`src/rtl/csr_exec_unit.sv`:
```
// Zicsr execution unit: sequences read -> modify -> write on the CSR file ports
// and returns the previous CSR value for rd, flagging illegal encodings.
module csr_exec_unit #(
    parameter int XLEN     = 32,
    parameter int CSR_AW   = 12,
    parameter bit RO_CHECK = 1'b1
) (
    input  logic              clk,
    input  logic              rst_n,
    input  logic              req_valid,
    output logic              req_ready,
    input  logic [2:0]        req_funct3,
    input  logic [CSR_AW-1:0] req_csr_addr,
    input  logic [4:0]        req_rs1_idx,
    input  logic [XLEN-1:0]   req_rs1_data,
    input  logic [4:0]        req_rd,
    output logic              csr_ren,
    output logic [CSR_AW-1:0] csr_raddr,
    input  logic [XLEN-1:0]   csr_rdata,
    output logic              csr_wen,
    output logic [CSR_AW-1:0] csr_waddr,
    output logic [XLEN-1:0]   csr_wdata,
    output logic              inst_done,
    output logic              resp_valid,
    input  logic              resp_ready,
    output logic              resp_rd_we,
    output logic [4:0]        resp_rd,
    output logic [XLEN-1:0]   resp_rd_data,
    output logic              resp_illegal
);

    typedef enum logic [1:0] {
        IDLE  = 2'b00,
        READ  = 2'b01,
        WRITE = 2'b10,
        RESP  = 2'b11
    } state_t;

    // funct3[1:0]: 01 write, 10 set, 11 clear; 00 never reaches WRITE
    function automatic logic [XLEN-1:0] csr_modify(
        input logic [1:0]      op,
        input logic [XLEN-1:0] old_val,
        input logic [XLEN-1:0] operand
    );
        logic [XLEN-1:0] result;
        case (op)
            2'b10:   result = old_val | operand;
            2'b11:   result = old_val & ~operand;
            default: result = operand;
        endcase
        return result;
    endfunction

    state_t            state_r, state_s;
    logic [1:0]        op_r, op_s;
    logic [CSR_AW-1:0] addr_r, addr_s;
    logic [4:0]        rd_r, rd_s;
    logic [XLEN-1:0]   operand_r, operand_s;
    logic [XLEN-1:0]   old_r, old_s;
    logic              illegal_r, illegal_s;
    logic              do_write_r, do_write_s;
    logic              do_read_r, do_read_s;

    logic              req_ready_r;
    logic              csr_ren_r;
    logic              csr_wen_r;
    logic [XLEN-1:0]   csr_wdata_r, csr_wdata_s;
    logic              resp_valid_r;
    logic              resp_rd_we_r, resp_rd_we_s;
    logic [XLEN-1:0]   resp_rd_data_r, resp_rd_data_s;
    logic              resp_illegal_r, resp_illegal_s;

    logic              dec_rw_s;
    logic              dec_do_write_s;
    logic              dec_do_read_s;
    logic              dec_illegal_s;
    logic [XLEN-1:0]   dec_operand_s;

    // Decode of the presented request, used only at accept
    always_comb begin
        dec_rw_s       = (req_funct3[1:0] == 2'b01);
        dec_do_write_s = dec_rw_s || (req_rs1_idx != 5'd0);
        dec_do_read_s  = !(dec_rw_s && (req_rd == 5'd0));
        dec_illegal_s  = (req_funct3[1:0] == 2'b00) ||
                         (RO_CHECK && (req_csr_addr[CSR_AW-1:CSR_AW-2] == 2'b11) && dec_do_write_s);
        if (req_funct3[2]) begin
            dec_operand_s = {{(XLEN-5){1'b0}}, req_rs1_idx};
        end else begin
            dec_operand_s = req_rs1_data;
        end
    end

    // Next-state and latched-operand logic
    always_comb begin
        state_s    = state_r;
        op_s       = op_r;
        addr_s     = addr_r;
        rd_s       = rd_r;
        operand_s  = operand_r;
        old_s      = old_r;
        illegal_s  = illegal_r;
        do_write_s = do_write_r;
        do_read_s  = do_read_r;
        case (state_r)
            IDLE: begin
                if (req_valid) begin
                    op_s       = req_funct3[1:0];
                    addr_s     = req_csr_addr;
                    rd_s       = req_rd;
                    operand_s  = dec_operand_s;
                    old_s      = {XLEN{1'b0}};
                    illegal_s  = dec_illegal_s;
                    do_write_s = dec_do_write_s;
                    do_read_s  = dec_do_read_s;
                    if (dec_illegal_s) begin
                        state_s = RESP;
                    end else if (dec_do_read_s) begin
                        state_s = READ;
                    end else begin
                        state_s = WRITE;
                    end
                end else begin
                    state_s = IDLE;
                end
            end
            READ: begin
                old_s = csr_rdata;
                if (do_write_r) begin
                    state_s = WRITE;
                end else begin
                    state_s = RESP;
                end
            end
            WRITE: begin
                state_s = RESP;
            end
            RESP: begin
                if (resp_ready) begin
                    state_s = IDLE;
                end else begin
                    state_s = RESP;
                end
            end
            default: begin
                state_s = IDLE;
            end
        endcase
    end

    // Output values for the upcoming state so every output leaves a flop
    always_comb begin
        csr_wdata_s    = csr_wdata_r;
        resp_rd_we_s   = 1'b0;
        resp_rd_data_s = old_s;
        resp_illegal_s = 1'b0;
        if (state_s == WRITE) begin
            csr_wdata_s = csr_modify(op_s, old_s, operand_s);
        end else begin
            csr_wdata_s = csr_wdata_r;
        end
        if (state_s == RESP) begin
            resp_rd_we_s   = !illegal_s && do_read_s && (rd_s != 5'd0);
            resp_illegal_s = illegal_s;
        end else begin
            resp_rd_we_s   = 1'b0;
            resp_illegal_s = 1'b0;
        end
    end

    // State, operand and output registers
    always_ff @(posedge clk or negedge rst_n) begin
        if (!rst_n) begin
            state_r        <= IDLE;
            op_r           <= 2'b00;
            addr_r         <= {CSR_AW{1'b0}};
            rd_r           <= 5'd0;
            operand_r      <= {XLEN{1'b0}};
            old_r          <= {XLEN{1'b0}};
            illegal_r      <= 1'b0;
            do_write_r     <= 1'b0;
            do_read_r      <= 1'b0;
            req_ready_r    <= 1'b1;
            csr_ren_r      <= 1'b0;
            csr_wen_r      <= 1'b0;
            csr_wdata_r    <= {XLEN{1'b0}};
            resp_valid_r   <= 1'b0;
            resp_rd_we_r   <= 1'b0;
            resp_rd_data_r <= {XLEN{1'b0}};
            resp_illegal_r <= 1'b0;
        end else begin
            state_r        <= state_s;
            op_r           <= op_s;
            addr_r         <= addr_s;
            rd_r           <= rd_s;
            operand_r      <= operand_s;
            old_r          <= old_s;
            illegal_r      <= illegal_s;
            do_write_r     <= do_write_s;
            do_read_r      <= do_read_s;
            req_ready_r    <= (state_s == IDLE);
            csr_ren_r      <= (state_s == READ);
            csr_wen_r      <= (state_s == WRITE);
            csr_wdata_r    <= csr_wdata_s;
            resp_valid_r   <= (state_s == RESP);
            resp_rd_we_r   <= resp_rd_we_s;
            resp_rd_data_r <= resp_rd_data_s;
            resp_illegal_r <= resp_illegal_s;
        end
    end

    assign req_ready    = req_ready_r;
    assign csr_ren      = csr_ren_r;
    assign csr_raddr    = addr_r;
    assign csr_wen      = csr_wen_r;
    assign csr_waddr    = addr_r;
    assign csr_wdata    = csr_wdata_r;
    assign resp_valid   = resp_valid_r;
    assign resp_rd_we   = resp_rd_we_r;
    assign resp_rd      = rd_r;
    assign resp_rd_data = resp_rd_data_r;
    assign resp_illegal = resp_illegal_r;
    // Retire pulse coincides with the response handshake of a legal instruction
    assign inst_done    = resp_valid_r && resp_ready && !resp_illegal_r;

endmodule

```
`config.mk`:
```
export PLATFORM = sky130hd
export DESIGN_NAME = csr_exec_unit
export DESIGN_NICKNAME = d
export VERILOG_FILES = /design/src/rtl/csr_exec_unit.sv
export SDC_FILE = /design/constraint.sdc
export NUM_CORES = 1
export LEC_CHECK = 0
export ABC_AREA = 1
export CAP_MARGIN = 20
export CORE_ASPECT_RATIO = 1.5
export CORE_MARGIN = 5
export CORE_UTILIZATION = 46
export CTS_CLUSTER_DIAMETER = 50
export DETAILED_ROUTE_END_ITERATION = 8
export PLACE_DENSITY = 0.86
export SLEW_MARGIN = 5
export SYNTH_ARGS = -nofsm -noshare
export SYNTH_HDL_FRONTEND = slang
export SYNTH_SLANG_ARGS = --single-unit
```
`constraint.sdc`:
```
create_clock -name clk -period 2.13 [get_ports clk]
set_input_delay 0.3195 -clock clk [delete_from_list [all_inputs] [get_ports clk]]
set_output_delay 0.3195 -clock clk [all_outputs]
set_load 0.005 [all_outputs]
```
# [Word level (Yosys, flattened, before mapping)]
# Index checks and enable logic that the tools add are counted.
[totals] register_bits=126 output_inout_bits=100 in_bits=93 wordCells=69
[classes] bitwise_logic=3 muxes=22 eq_ne=10 reduce_logical=18
[ops] cell="two-way mux 32 bit" count=4
[ops] cell="one-hot mux 32 bit (2 select lines)" count=2
[ops] cell="bitwise AND 32 bit" count=1
[ops] cell="NOT 32 bit" count=1
[ops] cell="bitwise OR 32 bit" count=1
[ops] cell="equality test 2 bit, second input constant" count=7
[ops] cell="two-way mux 2 bit" count=6
[ops] cell="two-way mux 5 bit" count=2
[ops] cell="nonzero test 5 bit" count=2
[ops] cell="one-hot mux 2 bit (4 select lines)" count=1
[ops] cell="two-way mux 1 bit" count=7
[ops] cell="equality test 2 x 1 -> 1 bit, second input constant" count=3
[ops] cell="logical AND 1 bit" count=6
[ops] cell="zero test 2 bit" count=3
[ops] cell="zero test 5 bit" count=1
[ops] cell="zero test 1 bit" count=3
[ops] cell="logical OR 1 bit" count=2
[ops] cell="AND reduction 2 bit" count=1

# [Logic depth before layout (Yosys ltp)]
[logic_depth] depth_word=10 ltp_mapped=12 ltp_nobuf=10

# [Worst setup path before layout]
# No wires, ideal clock.
[synth_path] kind="register to register" start="register state_r[0]" end="register csr_wdata_r[0], in the netlist csr_wdata[0]" arrival_time_ns=1.442 stages_incl_launch_ff=12 setup_slack_ns=0.570 path_buffers=3 setup_ns=0.118 synth_period_minus_slack_ns=1.560 required_time_ns=2.012 path_cell_list="dfrtp_1 -> buf_6 -> nor2_4 -> nand2_2 -> buf_6 -> buf_2 -> o21ai_0 -> inv_1 -> nand2_1 -> nand2_1 -> nand4_1 -> nand2_1"
[synth_between] elab_chain_cells=5 elab_cells_between_ends=15 classes_between="eq/ne (6); mux (5); bitwise (3); reduce/logical (1)"
[synth_rtl] element="from (decl)" line_no="54" text="state_t state_r, state_s;"
[synth_rtl] element="from (signal assigned)" line_no="191" text="state_r <= state_s;"
[synth_rtl] element="zero test 2 bit *" line_no="104" text="case (state_r)"
[synth_rtl] element="two-way mux 32 bit *" line_no="104"
[synth_rtl] element="net operand_s[0]" line_no="58" text="logic [XLEN-1:0] operand_r, operand_s;"
[synth_rtl] element="NOT 32 bit" line_no="48" text="2'b11: result = old_val & ~operand;"
[synth_rtl] element="bitwise AND 32 bit" line_no="48"
[synth_rtl] element="one-hot mux 32 bit (2 select lines) *" line_no="46" text="case (op)"
[synth_rtl] element="to (signal assigned)" line_no="185" text="csr_wdata_r <= {XLEN{1'b0}};"
[synth_rtl] element="to (signal assigned)" line_no="203" text="csr_wdata_r <= csr_wdata_s;"
[synth_rtl] element="to (decl)" line_no="67" text="logic [XLEN-1:0] csr_wdata_r, csr_wdata_s;"
# The timed path passes the listed nets; every way through them passes the cells marked *.
# A chain may end at the register's enable or synchronous reset.

# [Final worst setup path]
[layout_path] start="register state_r[1]" end="register csr_wdata_r[4], in the netlist csr_wdata[4]"
# Same word-level chain as after synthesis.

==> impl_metrics.csv <==
group,metric,value,unit
timing,fin_skew,0.007027,ns
route,dr.first_iter.drc_count,225,
route,drc,0,
critical_path,arrival,2.17,ns
power_and_ir_drop,leakage,4.302,nW
critical_path,cp.required,2.42,ns
placement,globalplace.congestion,0.8533,
cts,cts-root-buf,"clkbuf_16",
route,detailedRoute.firstPassIterationCount,5,
layout,multi_input_area,0.002148,mm²
power_and_ir_drop,powerDensity,1491,mW/mm²
layout,drive_above_1_share,0.08617,
route,ant_nets,0,
yosys,yosysSeqAreaShare,0.5420,
yosys,synth-seq-cells,126,
global_route,grt_pass1_vias,5619,
yosys,synth_edf_count,0,
cts,cts_resized,0,
cts,cts_num_sinks,126,
global_route,met2_usage,0.4207,
yosys,synth_top_flop_cell,"dfrtp_1",
floorplanning,num_rows,50,
cts,cts_hold_buffers,1,
route,routed_via_density,5.030,
timing,slew_headroom,0.6157,
route,wl_per_cell,15.93,µm
global_route,grtUsageTotal,0.2381,
power_and_ir_drop,power.total,12.94,mW
placement,dp.cells,1063,
worst_hold_path,hp-class,"in -> reg",
floorplanning,die_h,147.8,µm
layout,syn2layout_area_growth,49.13,%
layout,regArea,0.003154,mm²
floorplanning,die_area,0.01505,mm²
placement,port_buffers,192,
cts,tritoncts,"done",
timing,max_freq,534.5,MHz
timing,hold_viol,0,
timing,setup_tns,0,ns
cts,cts_setup_buffers,0,
global_route,met3_usage,0.04155,
layout,stdcell_count,1096,
timing,hold-worst-slack,0.4365,ns
global_route,gr-total-overflow,0,
yosys,synth_common_cells,"nand2_1, dfrtp_1, inv_1",
layout,fill_cells,937,
global_route,antenna_found_initial,0,
floorplanning,die_x,101.8,µm
cts,clockBufferDepth,2,
power_and_ir_drop,ir_drop,0.7378,mV
global_route,grt_max_degree,60,
critical_path,critPathLaunch,"state_r[1]",
floorplanning,coreArea,0.01245,mm²
global_route,busiest_layer,"met2",
route,routed_wl,17.46,mm
global_route,use_met1,0.2741,
timing,finalSetupViolCount,0,
yosys,avgSynthCellArea,7.939,µm²
yosys,synth_area_leaders,"dfrtp_1, nand2_1, nand3_1",
timing,tightest_slew,0.5764,ns
layout,final_nets,1020,
floorplanning,initial_core_util,0.4674,
timing,rsz0062_at_grt,"no",
yosys,async_flop_share,1.000,
cts,clock_latency,0.41,ns
critical_path,worstSetupPathType,"reg -> reg",
critical_path,r2r_start,"state_r[1]",
critical_path,startpoint_type,"register",
yosys,synth.most_common_cell,"nand2_1",
timing,finalWorstPathRequiredPeriod,1.871,ns
yosys,synth_nets,826,
timing,setup_ws,0.2590,ns
timing,period_share,0.8784,
cts,cts_buffers,17,
route,route.vias.total,5513,
critical_path,crit_path_end_kind,"register",
global_route,grt_pass1_wl,27.95,mm
yosys,yosys.area.top_type,"dfrtp_1",
cts,path_clk_slew,0.06,ns
yosys,ys_types,25,
yosys,syn_inst,733,
yosys,ys_warn_count,0,
placement,detailedPlace.worstSlack,-0.09270,ns
critical_path,crit_fanout,13,
run_status,status,"finished, final reports clean",
placement,place_hpwl,12.32,mm
layout,diodes,0,
floorplanning,io_pins,193,
yosys,yosysTopAreaCellShare,0.5375,
timing,drv_slew,0,
yosys,syn-cell-area,0.005819,mm²
worst_hold_path,worstHoldStart,"req_csr_addr[0]",
cts,htree_levels,4,
run,cap_violations,0,
power by group:
part           internal, mW  switching, mW  total (mW)
logic                  2.76           3.09        5.84
registers              3.41          0.500        3.91
clock network          2.11           1.09        3.19
worst paths after layout:
| check | end | slack (ns) | cells after the start |
|---|---|---|---|
| worst max-delay path | csr_wdata[4] | 0.26 | 9 |
| worst min-delay path | csr_raddr[0] | 0.44 | 3 |
| worst max register to register | csr_wdata[4] | 0.26 | 9 |
| worst min register to register | csr_wdata[20] | 0.47 | 2 |
| max in group asynchronous | operand_r[23] | 1.06 | 3 |
| min in group asynchronous | operand_r[7] | 0.46 | 2 |
through the flow:
stage	cell area, µm²	util
after floorplan	5819	-
after global placement	8014	0.6437
after detailed placement	8014	0.6437
after CTS	8678	0.6971
after global routing	8678	0.6971
final	8678	0.6971
critical path: stages, from the launching register on:
cell     delay, ns
dfrtp_1       0.45
nor2_4        0.18
nand2_4       0.16
buf_4         0.22
o21ai_0       0.29
inv_1         0.12
nand2_1       0.08
nand2_1       0.05
nand4_1       0.12
nand2_1       0.07
flip-flops by register name, summed over array words and instances (netlist names):
name,flops
csr_wdata,32
csr_wen,1
operand_r,32
csr_ren,1
resp_rd_we,1
csr_raddr,12
op_r,2
state_r,2
resp_rd,5
resp_valid,1
illegal_r,1
req_ready,1
resp_rd_data,32
do_write_r,1
do_read_r,1
resp_illegal,1
metal layers:
metal / vias to the layer above / part of all wire / routed length (µm)
met5: - / 0 / 0
met2: 188 / 0.53 / 9188
met3: 41 / 0.063 / 1092
li1: 2695 / - / -
met4: 0 / 0.037 / 651
met1: 2589 / 0.37 / 6528
layout make-up:
cell class,instances,area share
clock buffer,18,0.05061
sequential,126,0.3635
inverter,60,0.02595
timing repair buffer,227,0.2651
multi-input combinational,495,0.2475
tap,156,0.02249
clock inverter,14,0.02480
layout by cell type, fill, tap and decap left out, types with 11 or more instances in the layout:
| master | count |
|---|---|
| nand2_1 | 315 |
| nand4_1 | 32 |
| o21ai_1 | 30 |
| clkbuf_16 | 17 |
| a21oi_1 | 16 |
| clkdlybuf4s50_1 | 191 |
| nand3_1 | 49 |
| inv_1 | 58 |
| nor2_1 | 27 |
| buf_4 | 25 |
| dfrtp_1 | 125 |
| o21ai_0 | 11 |
logic make-up after synthesis:
group | share of synthesized area
flops | 0.5420
simple gates | 0.3085
compound gates | 0.05719
buf+inv | 0.09224
Note: power is estimated with default switching activity, not from simulation.
